## src/rtl/disp_pkg.sv

```systemverilog
// Shared definitions for the multiplexed 7-segment display path
// (driver and receive-side demultiplexer).
package disp_pkg;

  typedef logic [1:0] digit_idx_t;

  localparam logic [3:0] AN_D0    = 4'b1110;
  localparam logic [3:0] AN_D1    = 4'b1101;
  localparam logic [3:0] AN_D2    = 4'b1011;
  localparam logic [3:0] AN_D3    = 4'b0111;
  localparam logic [3:0] AN_BLANK = 4'b1111;

  localparam logic [7:0] SSEG_BLANK = 8'hFF;

  // One sample of the display bus as it appears on the pins.
  typedef struct packed {
    logic [3:0] an;
    logic [7:0] sseg;
  } bus_t;

endpackage

```

## src/rtl/disp_demux_sync2.sv

```systemverilog
// Two-flop synchronizer; both stages reset to all-ones so a reset bus
// looks like a blanked display (all strobes and segments inactive).
module sync2 #(
  parameter int W = 12
) (
  input  logic         clk,
  input  logic         reset,
  input  logic [W-1:0] d,
  output logic [W-1:0] q
);

  logic [W-1:0] meta;

  always_ff @(posedge clk or negedge reset) begin
    if (!reset) begin
      meta <= '1;
      q    <= '1;
    end else begin
      meta <= d;
      q    <= meta;
    end
  end

endmodule

```

## src/rtl/disp_demux.sv

```systemverilog
// Receive side of a four-digit multiplexed 7-segment bus: rebuilds the
// per-digit segment bytes and flags frames, illegal strobes and a dead scan.
module disp_demux
  import disp_pkg::*;
#(
  parameter int SETTLE = 4,
  parameter int WD_W   = 20
) (
  input  logic       clk,
  input  logic       reset,
  input  logic [3:0] an,
  input  logic [7:0] sseg,
  input  logic       err_clr,
  output logic [7:0] out0,
  output logic [7:0] out1,
  output logic [7:0] out2,
  output logic [7:0] out3,
  output logic [3:0] digit_seen,
  output logic       frame_valid,
  output logic       err,
  output logic       stale
);

  localparam logic [7:0]      CNT_SAT = 8'(SETTLE);
  localparam logic [7:0]      CNT_CAP = 8'(SETTLE - 1);
  localparam logic [WD_W-1:0] WD_MAX  = '1;
  localparam logic [WD_W-1:0] WD_ONE  = {{(WD_W-1){1'b0}}, 1'b1};

  bus_t       s_bus;
  bus_t       p_bus;
  logic [7:0] cnt;
  logic       capture;
  logic [3:0] cap_mask;
  digit_idx_t cap_idx;
  logic       cap_illegal;
  logic [3:0] seen_next;
  logic       frame_done;
  logic [7:0] out_r [4];
  logic [WD_W-1:0] wd;

  sync2 #(.W($bits(bus_t))) u_sync (
    .clk   (clk),
    .reset (reset),
    .d     ({an, sseg}),
    .q     (s_bus)
  );

  // Stability counter: saturates so a long-held pattern captures only once.
  always_ff @(posedge clk or negedge reset) begin
    if (!reset) begin
      p_bus <= '1;
      cnt   <= '0;
    end else begin
      p_bus <= s_bus;
      if (s_bus != p_bus) begin
        cnt <= '0;
      end else if (cnt != CNT_SAT) begin
        cnt <= cnt + 8'd1;
      end
    end
  end

  assign capture = (s_bus == p_bus) && (cnt == CNT_CAP);

  always_comb begin
    cap_mask    = '0;
    cap_idx     = '0;
    cap_illegal = 1'b0;
    if (capture) begin
      case (s_bus.an)
        AN_D0:    begin cap_mask = 4'b0001; cap_idx = 2'd0; end
        AN_D1:    begin cap_mask = 4'b0010; cap_idx = 2'd1; end
        AN_D2:    begin cap_mask = 4'b0100; cap_idx = 2'd2; end
        AN_D3:    begin cap_mask = 4'b1000; cap_idx = 2'd3; end
        AN_BLANK: ;
        default:  cap_illegal = 1'b1;
      endcase
    end
  end

  assign seen_next  = digit_seen | cap_mask;
  assign frame_done = &seen_next;

  always_ff @(posedge clk or negedge reset) begin
    if (!reset) begin
      for (int i = 0; i < 4; i++) out_r[i] <= SSEG_BLANK;
    end else if (|cap_mask) begin
      out_r[cap_idx] <= s_bus.sseg;
    end
  end

  always_ff @(posedge clk or negedge reset) begin
    if (!reset) begin
      digit_seen  <= '0;
      frame_valid <= 1'b0;
    end else if (frame_done) begin
      digit_seen  <= '0;
      frame_valid <= 1'b1;
    end else begin
      digit_seen  <= seen_next;
      frame_valid <= 1'b0;
    end
  end

  // A new illegal capture takes priority over a clear in the same cycle.
  always_ff @(posedge clk or negedge reset) begin
    if (!reset) begin
      err <= 1'b0;
    end else if (cap_illegal) begin
      err <= 1'b1;
    end else if (err_clr) begin
      err <= 1'b0;
    end
  end

  always_ff @(posedge clk or negedge reset) begin
    if (!reset) begin
      wd    <= '0;
      stale <= 1'b0;
    end else if (frame_done) begin
      wd    <= '0;
      stale <= 1'b0;
    end else if (wd != WD_MAX) begin
      wd <= wd + WD_ONE;
      if (wd == WD_MAX - WD_ONE) stale <= 1'b1;
    end
  end

  assign out0 = out_r[0];
  assign out1 = out_r[1];
  assign out2 = out_r[2];
  assign out3 = out_r[3];

endmodule

```

## config.mk

```make
export PLATFORM = sky130hd
export DESIGN_NAME = disp_demux
export DESIGN_NICKNAME = d
export VERILOG_FILES = /design/src/rtl/disp_pkg.sv /design/src/rtl/disp_demux_sync2.sv /design/src/rtl/disp_demux.sv
export SDC_FILE = /design/constraint.sdc
export NUM_CORES = 1
export LEC_CHECK = 0
export CAP_MARGIN = 20
export CORE_MARGIN = 3
export CORE_UTILIZATION = 45
export DETAILED_ROUTE_END_ITERATION = 6
export GPL_ROUTABILITY_DRIVEN = 0
export PLACE_DENSITY = 0.7
export SYNTH_ARGS = -nofsm -noshare
export SYNTH_HDL_FRONTEND = slang
export SYNTH_SLANG_ARGS = --single-unit
```

## constraint.sdc

```tcl
create_clock -name clk -period 2.5 [get_ports clk]
set_input_delay 0.625 -clock clk [delete_from_list [all_inputs] [get_ports clk]]
set_output_delay 0.625 -clock clk [all_outputs]
set_load 0.01 [all_outputs]
```

==> out/qor.yml, run 1 <==
run_status: "complete, no violations"
report.final.slew_viol_count: 0
num-nets-final: 410
ant_nets: 0
cellPowerDensity_nw_per_um2: 563
max-slew-margin-rel_pct: 64.1
yosysWarningCount: 0
crit_path_cell_trace: "ha_1 -> or4b_4 -> nor4_4 -> buf_4 -> nand4_2 -> a22oi_2 -> buf_12 -> a221oi_1"
synth.area.top_cells: "sky130_fd_sc_hd__dfstp_2 (42%), sky130_fd_sc_hd__dfrtp_1 (21%), sky130_fd_sc_hd__mux2_2 (8.5%), sky130_fd_sc_hd__xor2_1 (4.7%), sky130_fd_sc_hd__a21oi_1 (2.2%)"
detailed_routing_iterations_pass_1: 4
min_period_over_period_pct: 94.5
area_growth_pct: 22.7
initial_utilization_pct: 47.6
placement.io_buffers: 53
drtIter0Drc: 83
critical_path.startpoint_type: "flip-flop"
clk_pin_slew_ps: 90
crit_path_end_kind: "flip-flop"
most_frequent_cells_after_synthesis: "sky130_fd_sc_hd__dfstp_2 (68), sky130_fd_sc_hd__dfrtp_1 (35), sky130_fd_sc_hd__mux2_2 (32), sky130_fd_sc_hd__xor2_1 (23), sky130_fd_sc_hd__a21oi_1 (19)"
timing.critical_path.fanout_max: 24
postSynth.asyncResetShare_pct: 100
finalSetupViolCount: 0
mappedNetlistNets: 340
track_usage_pct: 16.9
worst_ep_arrival_time_ps: 2600
synth.ff_latch_count: 103
path_class: "flip-flop to flip-flop"
power.share.clock_pct: 37.3
grt_max_degree: 45
synthDistinctLibCells: 43
die_footprint_um2: 10700
share_of_layout_cells_above_drive_strength_1_pct: 35.6
numCtsBuffers: 9
average_wire_per_cell_in_the_routed_design_um: 16.4
netlist.top_cell.by_area: "sky130_fd_sc_hd__dfstp_2"
finalClockSkew_ps: 17.0
timing.critical_path.max_delay_family: "simple AND/OR/NAND/NOR gates"
fmaxAchievable_mhz: 423
hp-class: "flip-flop to flip-flop"
via_count: 2726
crit_path_top_delay_cell: "sky130_fd_sc_hd__or4b_4"
floorplan.die.width_um: 103
synth_flop_cell: "sky130_fd_sc_hd__dfstp_2"
finish.utilization_pct: 58.4
mappedNetlistArea_um2: 4250
power_report.internal_total_mw: 2.29
worstMarginPinSlew_ps: 538
timing.max_cap.violations: 0
grt.overflow.total: 0
place_hpwl_mm: 5.54
finalWorstPathRequiredPeriod_ps: 2360
worst_voltage_drop_across_the_vdd_grid_uv: 325
power_frac_comb_pct: 3.2
vias_in_the_first_global_route: 2727
finalHoldViolations: 0
crit_required_ps: 2740
clock_tree.root_cell: "sky130_fd_sc_hd__clkbuf_8"
row_cnt: 34
cts_max_path_buffers: 2
first_pass_grt_wire_length_mm: 13.7
sw_frac_of_total_pct: 22.1
totalNegativeSetupSlack_ps: 0
cts-htree-levels: 3
die_h_um: 103
detail_route.wirelength_mm: 8.26
tritoncts: "built"
buffers_plus_inverters_on_the_worst_setup_path: 2
synth_top_area_share_pct: 42.0
synth_enable_flop_cells: 0
leakage_power_nw: 2.18
seq_power_share_pct: 59.5
synth_sequential_area_ratio_pct: 62.6
unrepaired_setup_endpoints_after_global_routing: "false"
cts_num_sinks: 103
grt_antenna_before_repair: 0
viasPerCell: 5.41
yosys.cell_count.top_type: "sky130_fd_sc_hd__dfstp_2"
total_switching_power_mw: 0.649
post_synth_inst_count: 321
delay_of_the_slowest_cell_on_the_worst_path_ps: 500
post_synth.cell_area_avg_um2: 13.3
post-route-drc-count: 0
antenna_cells_inserted: 0
io-pin-count: 54
core_area_um2: 8930
worstSkewPairLatency_ps: 370
==> layout make-up <==
class / instances / area, um2
Clock buffer: 11 / 153
Clock inverter: 5 / 58.8
Fill cell: 750 / 3710
Inverter: 10 / 37.5
Multi-Input combinational cell: 200 / 1510
Sequential cell: 103 / 2660
Tap cell: 108 / 135
Timing Repair Buffer: 67 / 658
==> state kept, by name, indices dropped and copies added, names as in the netlist <==
| signal | cells |
|---|---|
| cnt | 8 |
| digit_seen | 4 |
| err | 1 |
| frame_valid | 1 |
| out0 | 8 |
| out1 | 8 |
| out2 | 8 |
| out3 | 8 |
| p_bus | 12 |
| stale | 1 |
| u_sync.meta | 12 |
| u_sync.q | 12 |
| wd | 20 |
==> routing by layer <==
layer / routed length [um] / global-route usage, % / vias up
met1: 3910 / 22.9 / 1376
li1: - / - / 1292
met5: 0 / 0 / -
met3: 288 / 4.23 / 8
met2: 3970 / 26.6 / 50
met4: 100 / 5.98 / 0
==> worst paths after layout <==
path	startpoint	end	slack [ps]	cells past startpoint
setup / recovery	cnt[1]	wd[3]	140	8
hold / removal	u_sync.meta[10]	u_sync.q[10]	360	0
setup reg to reg	cnt[1]	wd[3]	140	8
hold reg to reg	u_sync.meta[10]	u_sync.q[10]	360	0
max in group asynchronous	reset	out2[0]	1560	2
min in group asynchronous	reset	out3[3]	570	1
==> per-stage QoR <==
step           instances  power, mW  hold slack (ps)  area, um2  setup slack (ps)
5_1_grt              504       3.06              367       5220              30.1
3_3_place_gp         487       1.87              345       5000               149
3_5_place_dp         487       1.87              347       5000              76.9
4_1_cts              503       2.98              361       5210              26.9
6_report             504       2.94              359       5220               138
2_1_floorplan        321       1.80              329       4250             -47.8
==> worst reg2reg max path: cells and delay by family (launching register included) <==
| kind | cells | cell delay, ps |
|---|---|---|
| buffers and inverters | 2 | 370 |
| adders and majority gates | 1 | 230 |
| DFF | 1 | 410 |
| AOI/OAI and AO/OA | 2 | 360 |
| and+or+nand+nor | 3 | 860 |
==> placed cells by master (no fill, tap or decap), types with 2 or more instances in the layout <==
cell                               n
sky130_fd_sc_hd__a22oi_2           2
sky130_fd_sc_hd__o211ai_1          3
sky130_fd_sc_hd__dfstp_2          68
sky130_fd_sc_hd__inv_1            10
sky130_fd_sc_hd__clkdlybuf4s50_1  52
sky130_fd_sc_hd__a221oi_1          2
sky130_fd_sc_hd__clkbuf_8          9
sky130_fd_sc_hd__nand2b_1          3
sky130_fd_sc_hd__a21oi_1          19
sky130_fd_sc_hd__and2_1            2
sky130_fd_sc_hd__inv_6             2
sky130_fd_sc_hd__and4_1            4
sky130_fd_sc_hd__nor4_2            2
sky130_fd_sc_hd__nand4_1          10
sky130_fd_sc_hd__and3_1            7
sky130_fd_sc_hd__nand4b_1          2
sky130_fd_sc_hd__xor2_1           23
sky130_fd_sc_hd__nor4_1            5
sky130_fd_sc_hd__buf_12            2
sky130_fd_sc_hd__xnor2_1           7
sky130_fd_sc_hd__nand4_2           4
sky130_fd_sc_hd__nor3_1            4
sky130_fd_sc_hd__o21ai_0           3
sky130_fd_sc_hd__buf_4            13
sky130_fd_sc_hd__ha_1              4
sky130_fd_sc_hd__a21boi_1          4
sky130_fd_sc_hd__nand3_1           9
sky130_fd_sc_hd__dfrtp_1          34
sky130_fd_sc_hd__nor2_1           13
sky130_fd_sc_hd__mux2_2           32
sky130_fd_sc_hd__a31oi_1           5
sky130_fd_sc_hd__nand2_1          17
sky130_fd_sc_hd__or3_1             2
==> timing repair <==
item,4_1_cts,5_1_grt
hold endpoints to repair,0,0
hold buffers,0,0
buffers inserted,0,1
endpoints found under the setup margin,0,30
resized for setup,0,1
==> power groups by stage <==
stage          logic (mW)  registers (mW)  clock network (mW)
4_1_cts            0.0961            1.75                1.13
3_3_place_gp       0.0932            1.78                   0
3_5_place_dp       0.0953            1.78                   0
2_1_floorplan      0.0290            1.77                   0
6_report           0.0931            1.75                1.10
5_1_grt             0.104            1.75                1.21
==> kinds of logic after synthesis <==
logic type / Yosys count / synth area share (%)
fa+ha+maj: 4 / 1.18
buf+inv: 18 / 1.82
mux: 33 / 8.71
compound gates: 44 / 6.65
xor+xnor: 30 / 6.18
simple gates: 89 / 12.9
flops: 103 / 62.6
Power figures use the tool's default switching activity.
==> run 2: changes to the inputs <==
- CTS_CLUSTER_DIAMETER: not set -> 40
- SKIP_LAST_GASP: not set -> 1
==> results of run 2 <==
Same layout as run 1: the final DEF is identical, and so are final timing and power.
==> run 3: changes to the inputs <==
- HOLD_SLACK_MARGIN: not set -> 0.03
- SLEW_MARGIN: not set -> 30
==> results of run 3 <==
Same layout as run 1: the final DEF is identical, and so are final timing and power.
